==> config.mk <==
export PLATFORM = sky130hd
export DESIGN_NAME = lsu
export DESIGN_NICKNAME = d
export VERILOG_FILES = /design/src/rtl/lsu.sv
export SDC_FILE = /design/constraint.sdc
export NUM_CORES = 1
export LEC_CHECK = 0
export ABC_AREA = 1
export BUFFER_PORTS_ARGS = -buffer_cell sky130_fd_sc_hd__buf_2
export CAP_MARGIN = 20
export CELL_PAD_IN_SITES_DETAIL_PLACEMENT = 0
export CELL_PAD_IN_SITES_GLOBAL_PLACEMENT = 1
export CORE_MARGIN = 4
export CORE_UTILIZATION = 37
export CTS_BUF_LIST = sky130_fd_sc_hd__clkbuf_4 sky130_fd_sc_hd__clkbuf_8 sky130_fd_sc_hd__clkbuf_16
export CTS_CLUSTER_DIAMETER = 120
export DETAILED_ROUTE_END_ITERATION = 10
export PLACE_DENSITY = 0.88
export SLEW_MARGIN = 5
export SYNTH_ARGS = -nofsm -noshare
export SYNTH_HDL_FRONTEND = slang
export SYNTH_SLANG_ARGS = --single-unit
==> constraint.sdc <==
create_clock -name clk -period 5.2 [get_ports clk]
set_clock_uncertainty 0.1 [all_clocks]
set_input_delay 1.04 -clock clk [delete_from_list [all_inputs] [get_ports clk]]
set_output_delay 1.04 -clock clk [all_outputs]
set_load 0.05 [all_outputs]
==> src/rtl/lsu.sv <==
// Purpose: load/store unit that turns byte/half/word accesses into aligned word bus transactions.
// Latency: accept at cycle 0, mem_req at 1, out_valid at 2 minimum; error/non-memory ops give out_valid at 1.
// Backpressure: in_ready only in IDLE; bus lines held until mem_gnt; result held until out_ready.
//
// Ports:
//   clk, rst_n                      - clock, asynchronous active-low reset
//   in_valid/in_ready               - instruction handshake (in_inst, in_addr, in_wdata)
//   out_valid/out_ready             - result handshake (out_rdata, out_err: 00 ok, 01 misaligned,
//                                     10 timeout, 11 illegal funct3)
//   mem_req/mem_gnt                 - bus request/grant (mem_wen, mem_addr, mem_wdata, mem_wmask)
//   mem_rvalid/mem_rdata            - read data or write acknowledge
module lsu #(
    parameter int TIMEOUT = 255
) (
    input  logic        clk,
    input  logic        rst_n,
    input  logic        in_valid,
    output logic        in_ready,
    input  logic [31:0] in_inst,
    input  logic [31:0] in_addr,
    input  logic [31:0] in_wdata,
    output logic        out_valid,
    input  logic        out_ready,
    output logic [31:0] out_rdata,
    output logic [1:0]  out_err,
    output logic        mem_req,
    input  logic        mem_gnt,
    output logic        mem_wen,
    output logic [31:0] mem_addr,
    output logic [31:0] mem_wdata,
    output logic [3:0]  mem_wmask,
    input  logic        mem_rvalid,
    input  logic [31:0] mem_rdata
);

    localparam int CW = $clog2(TIMEOUT + 1);

    localparam logic [6:0] OPC_LOAD  = 7'b0000011;
    localparam logic [6:0] OPC_STORE = 7'b0100011;

    typedef enum logic [1:0] {
        S_IDLE = 2'd0,
        S_REQ  = 2'd1,
        S_WAIT = 2'd2,
        S_DONE = 2'd3
    } state_t;

    state_t state_q, state_d;

    logic [CW-1:0] cnt_q;
    logic [2:0]    f3_q;
    logic [1:0]    off_q;
    logic          is_load_q;

    // ---------------- Request decode (only meaningful in IDLE) ----------------
    logic [2:0] f3;
    logic       is_load, is_store, f3_bad, misal, go_mem, accept;
    logic [1:0] dec_err;
    logic [3:0] st_mask;
    logic [31:0] st_data;

    assign f3       = in_inst[14:12];
    assign is_load  = (in_inst[6:0] == OPC_LOAD);
    assign is_store = (in_inst[6:0] == OPC_STORE);

    // Loads allow 000/001/010/100/101; stores allow 000/001/010.
    assign f3_bad = is_load  ? ((f3 == 3'b011) || (f3[2:1] == 2'b11)) :
                    is_store ? (f3 >= 3'b011) : 1'b0;

    // f3[1:0] encodes access size for every legal funct3.
    assign misal = ((f3[1:0] == 2'b01) && in_addr[0]) ||
                   ((f3[1:0] == 2'b10) && (in_addr[1:0] != 2'b00));

    assign go_mem = (is_load || is_store) && !f3_bad && !misal;
    assign accept = (state_q == S_IDLE) && in_valid;

    always_comb begin
        dec_err = 2'b00;
        if (is_load || is_store) begin
            if (f3_bad)     dec_err = 2'b11;
            else if (misal) dec_err = 2'b01;
        end
    end

    always_comb begin
        st_mask = 4'b1111;
        st_data = in_wdata;
        case (f3[1:0])
            2'b00: begin
                st_mask = 4'b0001 << in_addr[1:0];
                st_data = {4{in_wdata[7:0]}};
            end
            2'b01: begin
                st_mask = 4'b0011 << in_addr[1:0];
                st_data = {2{in_wdata[15:0]}};
            end
            default: ;
        endcase
    end

    // ---------------- Bus completion / timeout ----------------
    logic mem_done, busy, tmo;

    assign busy     = (state_q == S_REQ) || (state_q == S_WAIT);
    assign mem_done = ((state_q == S_REQ) && mem_gnt && mem_rvalid) ||
                      ((state_q == S_WAIT) && mem_rvalid);
    // The current cycle is the TIMEOUT-th busy cycle; a completion in it still wins.
    assign tmo      = busy && !mem_done && (cnt_q == CW'(TIMEOUT - 1));

    // ---------------- Load extraction ----------------
    logic [31:0] ld_shift, ld_data;

    assign ld_shift = mem_rdata >> {off_q, 3'b000};

    always_comb begin
        ld_data = mem_rdata;
        case (f3_q)
            3'b000:  ld_data = {{24{ld_shift[7]}},  ld_shift[7:0]};
            3'b001:  ld_data = {{16{ld_shift[15]}}, ld_shift[15:0]};
            3'b100:  ld_data = {24'h0, ld_shift[7:0]};
            3'b101:  ld_data = {16'h0, ld_shift[15:0]};
            default: ld_data = mem_rdata;
        endcase
    end

    // ---------------- FSM: state register ----------------
    always_ff @(posedge clk or negedge rst_n) begin
        if (!rst_n) state_q <= S_IDLE;
        else        state_q <= state_d;
    end

    // ---------------- FSM: next state ----------------
    always_comb begin
        state_d = state_q;
        case (state_q)
            S_IDLE: if (in_valid) state_d = go_mem ? S_REQ : S_DONE;
            S_REQ: begin
                if (mem_done || tmo) state_d = S_DONE;
                else if (mem_gnt)    state_d = S_WAIT;
            end
            S_WAIT: if (mem_done || tmo) state_d = S_DONE;
            S_DONE: if (out_ready) state_d = S_IDLE;
            default: state_d = S_IDLE;
        endcase
    end

    // ---------------- FSM: outputs ----------------
    // in_ready is gated by rst_n so it reads 0 while reset is held.
    always_comb begin
        in_ready  = 1'b0;
        mem_req   = 1'b0;
        out_valid = 1'b0;
        case (state_q)
            S_IDLE: in_ready  = rst_n;
            S_REQ:  mem_req   = 1'b1;
            S_DONE: out_valid = 1'b1;
            default: ;
        endcase
    end

    // ---------------- Datapath registers ----------------
    always_ff @(posedge clk or negedge rst_n) begin
        if (!rst_n) begin
            cnt_q     <= '0;
            f3_q      <= 3'b000;
            off_q     <= 2'b00;
            is_load_q <= 1'b0;
            mem_wen   <= 1'b0;
            mem_addr  <= 32'h0;
            mem_wdata <= 32'h0;
            mem_wmask <= 4'h0;
            out_rdata <= 32'h0;
            out_err   <= 2'b00;
        end else if (accept) begin
            cnt_q     <= '0;
            f3_q      <= f3;
            off_q     <= in_addr[1:0];
            is_load_q <= is_load;
            mem_wen   <= go_mem && is_store;
            mem_addr  <= go_mem ? {in_addr[31:2], 2'b00} : 32'h0;
            mem_wdata <= (go_mem && is_store) ? st_data : 32'h0;
            mem_wmask <= (go_mem && is_store) ? st_mask : 4'h0;
            out_rdata <= 32'h0;
            out_err   <= dec_err;
        end else if (busy) begin
            cnt_q <= cnt_q + CW'(1);
            if (mem_done) begin
                out_rdata <= is_load_q ? ld_data : 32'h0;
                out_err   <= 2'b00;
            end else if (tmo) begin
                out_rdata <= 32'h0;
                out_err   <= 2'b10;
            end
        end
    end

    // Instruction fields not used by this unit.
    logic unused_inst_bits;
    assign unused_inst_bits = ^{in_inst[31:15], in_inst[11:7]};

endmodule

==> flow_summary.yaml, run 1 <==
critical_path:
  crit_path_end_kind: "primary output"
  crit_type: "reg2out"
  cp-start-kind: "register"
  cp.arrival_ns: 1.54
  critPathRequiredTime_ns: 4.06
  rrSetupSlack_ns: 2.73
  r2r_end: "out_rdata[6]"
  rr_worst_depth: 10
  worstReg2RegStart: "state_q[0]"
  critPathMaxFanout: 5
floorplan:
  die_w_um: 135.3
  io_pins: 240
  dieHeight_um: 135.3
  rows: 46
  design.die.area_sq_um: 18310
  start_util_pct: 37.75
  core_sq_um: 15890
drt:
  firstDrtPassIters: 5
  drtIter0Drc: 316
  totalWireLength_um: 18330
  route.detailed.drc: 0
  wire_per_inst_um: 14.81
  postRouteAntennaNets: 0
  vias: 5891
  routed_via_density: 4.758
sta:
  hold_viol: 0
  worst_pin_slew_ns: 0.9452
  rsz0062_at_grt: "no"
  tns_ns: 0
  timing.fmax_mhz: 373.2
  setup_viol: 0
  slew_headroom_pct: 36.99
  finalMaxSlewViolations: 0
  period_needed_ns: 2.679
  fin_crit_sh_pct: 51.52
clock_tree:
  clk-insertion-delay-late_ns: 0.42
  ctsResizeCount: 0
  cts_buffer_depth: 2
  ctsHoldBuffers: 0
  cts_tree: "built"
  cts.sinks: 117
  clkSlewWorstSetupHoldPaths_ns: 0.06
  cts_buffers: 17
  htree_levels: 4
  cts_setup_buffers: 0
  cts_root_buf: "clkbuf_16"
min_path:
  holdPathStages: 2
  hold_path.startpoint: "out_err[0]"
  min_path_type: "reg2reg"
  whs_endpoint: "out_err[0]"
grt:
  grt_max_degree: 72
  grt_pass1_wl_um: 29430
  grt_pass1_vias: 5821
  track_usage_pct: 20.36
  grt_antenna_before_repair: 1
  gr-total-overflow: 0
power_and_ir_drop:
  p_leak_nw: 4.706
  p_total_w: 0.003175
  ir_drop_uv: 248.2
  powerDensity_nw_per_um2: 409.7
yosys:
  synth.avg_cell_area_sq_um: 7.404
  synth_cell_types: 31
  ys_seq_area_share_pct: 48.82
  yosysWarningCount: 0
  synth.top_cell.area_share_pct: 48.82
  synth_top_area_cell: "dfrtp_1"
  synth_area_sq_um: 5997
  ys_seq_elements: 117
  synthTopCellsByArea: "dfrtp_1 49%, nand2_1 23%, nand3_1 5.0%"
  synth_cells: 810
finish:
  syn_to_final_growth_pct: 29.21
  num-fill-cells: 1669
  final_cells: 1238
  final_core_util_pct: 48.78
  final_cell_area_sq_um: 7749
  diodes: 0
  final_cell_mix: "373 x nand2_1, 214 x buf_2, 117 x dfrtp_1"
  final_nets: 1150
  final_common_cell: "nand2_1"
  drive_gt1_share_pct: 27.10
placed_design:
  place_hpwl_um: 13150
  port_buffers: 215
  dp.cells: 1206
  gp_congestion: 0.8829
  place_area_sq_um: 7156
outcome:
  status: "finished clean"
flow_run:
  drv_cap: 0
==> report_power, final <==
group	total, W	switching (W)	internal, W
Clock	0.00118	0.000465	0.000717
Combinational	0.000919	0.000651	0.000268
Sequential	0.00107	0.000101	0.000973
==> synthesized netlist by cell type (all sizes together) <==
master   number
buf          27
o211ai        3
nand2       379
clkbuf       15
or2           4
o2111ai       4
nand3        61
a21oi        38
nor2         46
a211oi        6
dfrtp       117
nand4         2
o221ai        1
clkinv        2
ha            7
nor4          1
inv          58
o22ai         4
nor3          3
conb          1
o21ai        31
==> worst max path at each step <==
stage	start	end	cells past startpoint	slack, ns
finish	state_q[0]	in_ready	5	2.52
global route	state_q[0]	in_ready	5	2.42
CTS	state_q[0]	in_ready	5	2.50
detailed placement	in_inst[13]	mem_wdata[21]	10	2.20
global placement	in_inst[13]	mem_wmask[0]	10	2.21
floorplan	rst_n	in_ready	2	2.68
==> through the flow <==
stage	setup slack, ns	hold slack (ns)
5_1_grt	2.418	0.3937
4_1_cts	2.502	0.3738
3_5_place_dp	2.202	0.3588
3_3_place_gp	2.211	0.3541
6_report	2.521	0.3672
2_1_floorplan	2.677	0.3475
==> cell families (layout without fill, tap and decap cells) <==
group	after synthesis	count (layout)	share of synthesized area (%)
simple gates	496	496	33.72
fa+ha+maj	7	7	1.460
other cells	1	2	0.06253
flops	117	117	48.82
buf+inv	102	313	7.782
compound gates	87	87	8.158
==> sequential cells by signal, summed over array words and instances (netlist names) <==
signal,count
mem_addr,30
cnt_q,8
f3_q,3
off_q,2
state_q,2
mem_wdata,32
mem_wen,1
is_load_q,1
out_err,2
mem_wmask,4
out_rdata,32
==> critical path, cell delays in order, from the launching register on <==
cell and delay, ns:
dfrtp_1 0.43, inv_1 0.12, ha_1 0.21, nand2_1 0.06, inv_1 0.05, buf_2 0.25
==> cell type report <==
type	instances	area, sq um	area share [%]
sequential	117	2928	37.78
clock buffer	17	425.4	5.490
clock inverter	15	167.7	2.164
inverter	60	225.2	2.907
timing repair buffer	221	1124	14.50
multi-input combinational	592	2609	33.67
tap	216	270.3	3.488
==> metal layers <==
layer  vias up  wire [um]  GRT usage [%]
met5         -         12              0
met4         2        307          5.655
met3        26       1640          7.652
met2       215       8423          32.11
met1      2702       7949          26.38
li1       2946          -              -
Note: power is estimated with default switching activity, not from simulation.
==> inputs of run 2 (changes only) <==
--- a/config.mk
+++ b/config.mk
@@ -11,11 +11,11 @@
 export CELL_PAD_IN_SITES_DETAIL_PLACEMENT = 0
 export CELL_PAD_IN_SITES_GLOBAL_PLACEMENT = 1
 export CORE_MARGIN = 4
-export CORE_UTILIZATION = 37
+export CORE_UTILIZATION = 31
 export CTS_BUF_LIST = sky130_fd_sc_hd__clkbuf_4 sky130_fd_sc_hd__clkbuf_8 sky130_fd_sc_hd__clkbuf_16
 export CTS_CLUSTER_DIAMETER = 120
 export DETAILED_ROUTE_END_ITERATION = 10
-export PLACE_DENSITY = 0.88
+export PLACE_DENSITY = 0.78
 export SLEW_MARGIN = 5
 export SYNTH_ARGS = -nofsm -noshare
 export SYNTH_HDL_FRONTEND = slang
==> constraint.sdc (replaced) <==
create_clock -name clk -period 2.2 [get_ports clk]
set_clock_uncertainty 0.1 [all_clocks]
set_input_delay 0.44 -clock clk [delete_from_list [all_inputs] [get_ports clk]]
set_output_delay 0.44 -clock clk [all_outputs]
set_load 0.05 [all_outputs]
==> run 2 against run 1 <==
Utilization shrank 6.3 points; sequential share of layout area shrank 1.3 points; design area grew 3.5%; flip-flop and latch count is the same; via count grew 0.97%; first-iteration DRC count grew 8.9%.
==> flow_summary.yaml, run 2 (synthesized netlist as in run 1, its figures left out) <==
floorplan:
  core_sq_um: 18890
  io_pins: 240
  dieHeight_um: 147.1
  start_util_pct: 31.74
  rows: 50
  die_w_um: 147.1
  design.die.area_sq_um: 21630
critical_path:
  critPathMaxFanout: 4
  rr_worst_depth: 10
  crit_path_end_kind: "primary output"
  crit_type: "reg2out"
  cp_top_family: "buffers and inverters"
  cp.depth: 5
  crit_slowest_cell: "dfrtp_1"
  crit_buf_inv: 3
  slowest_delay_ns: 0.42
  crit_top_cell: "inv_1"
  critPathRequiredTime_ns: 1.66
  cp-start-kind: "register"
  cp.arrival_ns: 1.56
  cp_cell_sequence: "inv_1 -> ha_1 -> nand2_1 -> inv_1 -> buf_2"
grt:
  grt_max_degree: 118
  gr-total-overflow: 0
  grt_pass1_vias: 5943
  track_usage_pct: 18.02
  grt_antenna_before_repair: 3
  grt_pass1_wl_um: 31240
power_and_ir_drop:
  ir_drop_uv: 518.7
  powerDensity_nw_per_um2: 1006
  p_leak_nw: 4.814
clock_tree:
  clk-insertion-delay-late_ns: 0.41
  htree_levels: 4
  clkSlewWorstSetupHoldPaths_ns: 0.06
  cts_tree: "built"
  ctsHoldBuffers: 0
  cts_root_buf: "clkbuf_16"
  cts_buffers: 17
  cts.sinks: 117
  cts_buffer_depth: 2
sta:
  finalMaxSlewViolations: 0
  hold_viol: 0
  tns_ns: 0
  fin_crit_sh_pct: 95.32
  worst_pin_slew_ns: 0.6717
  timing.fmax_mhz: 476.8
  rsz0062_at_grt: "no"
  setup_viol: 0
  period_needed_ns: 2.097
  slew_headroom_pct: 55.22
finish:
  final_cell_area_sq_um: 8021
  final_nets: 1162
  final_cell_mix: "373 x nand2_1, 214 x buf_2, 117 x dfrtp_1"
  final_common_cell: "nand2_1"
  drive_gt1_share_pct: 28.05
  final_core_util_pct: 42.46
  syn_to_final_growth_pct: 33.76
  top_regs: "mem_wdata x32, out_rdata x32, mem_addr x30"
placed_design:
  place_area_sq_um: 7351
  port_buffers: 215
  gp_congestion: 0.8537
  place_hpwl_um: 13900
drt:
  routed_via_density: 4.593
  drtIter0Drc: 344
  postRouteAntennaNets: 0
  vias: 5948
  firstDrtPassIters: 4
  wire_per_inst_um: 15.07
  route.detailed.drc: 0
  totalWireLength_um: 19520
flow_run:
  drv_cap: 0
min_path:
  min_path_type: "in2async"
outcome:
  status: "finished clean"
run 2: path summary, 6_finish.rpt:
kind	startpoint	slack (ns)	to
min in group clk	in_addr[9]	0.12	mem_addr[9]
max in group asynchronous	rst_n	1.44	out_rdata[31]
worst max-delay path	state_q[1]	0.10	in_ready
worst min-delay path	rst_n	0.03	out_rdata[0]
worst max register to register	state_q[1]	0.21	out_rdata[31]
worst min register to register	mem_addr[6]	0.37	mem_addr[6]
run 2: through the flow:
stage	instances	setup slack, ns	hold WS, ns	power [W]
6_report	1295	0.1029	0.02886	0.008066
5_1_grt	1294	0.005543	0.07665	0.008581
4_1_cts	1294	0.07185	0.07962	0.008172
3_5_place_dp	1262	0.2059	0.3595	0.004979
3_3_place_gp	1262	0.2331	0.3577	0.004947
2_1_floorplan	811	0.2378	0.04441	0.004216
run 2: power breakdown:
part	total [W]	leakage, nW	switching [W]	internal, W
combinational	0.00246	2.87	0.00169	0.000771
clock	0.00316	0.327	0.00112	0.00205
sequential	0.00244	1.62	0.000139	0.00230
run 2: metal layers:
layer	routed length [um]	share of wire [%]	track usage [%]
met1	8662	44	23.40
met2	8904	46	28.46
met3	1665	8.5	6.971
met4	252	1.3	4.380
met5	34	0.17	0
run 2: layout make-up:
type | instances | area (sq um)
Timing Repair Buffer | 233 | 1264
Fill cell | 2021 | 10870
Clock inverter | 15 | 239.0
Sequential cell | 117 | 2928
Clock buffer | 17 | 425.4
Tap cell | 260 | 325.3
Inverter | 60 | 229.0
Antenna cell | 1 | 2.502
Multi-Input combinational cell | 592 | 2609
run 2: repair_timing:
action | 4_1_cts | 5_1_grt
buffers inserted | 0 | 0
endpoints found under the setup margin | 0 | 1
resized for setup | 0 | 1
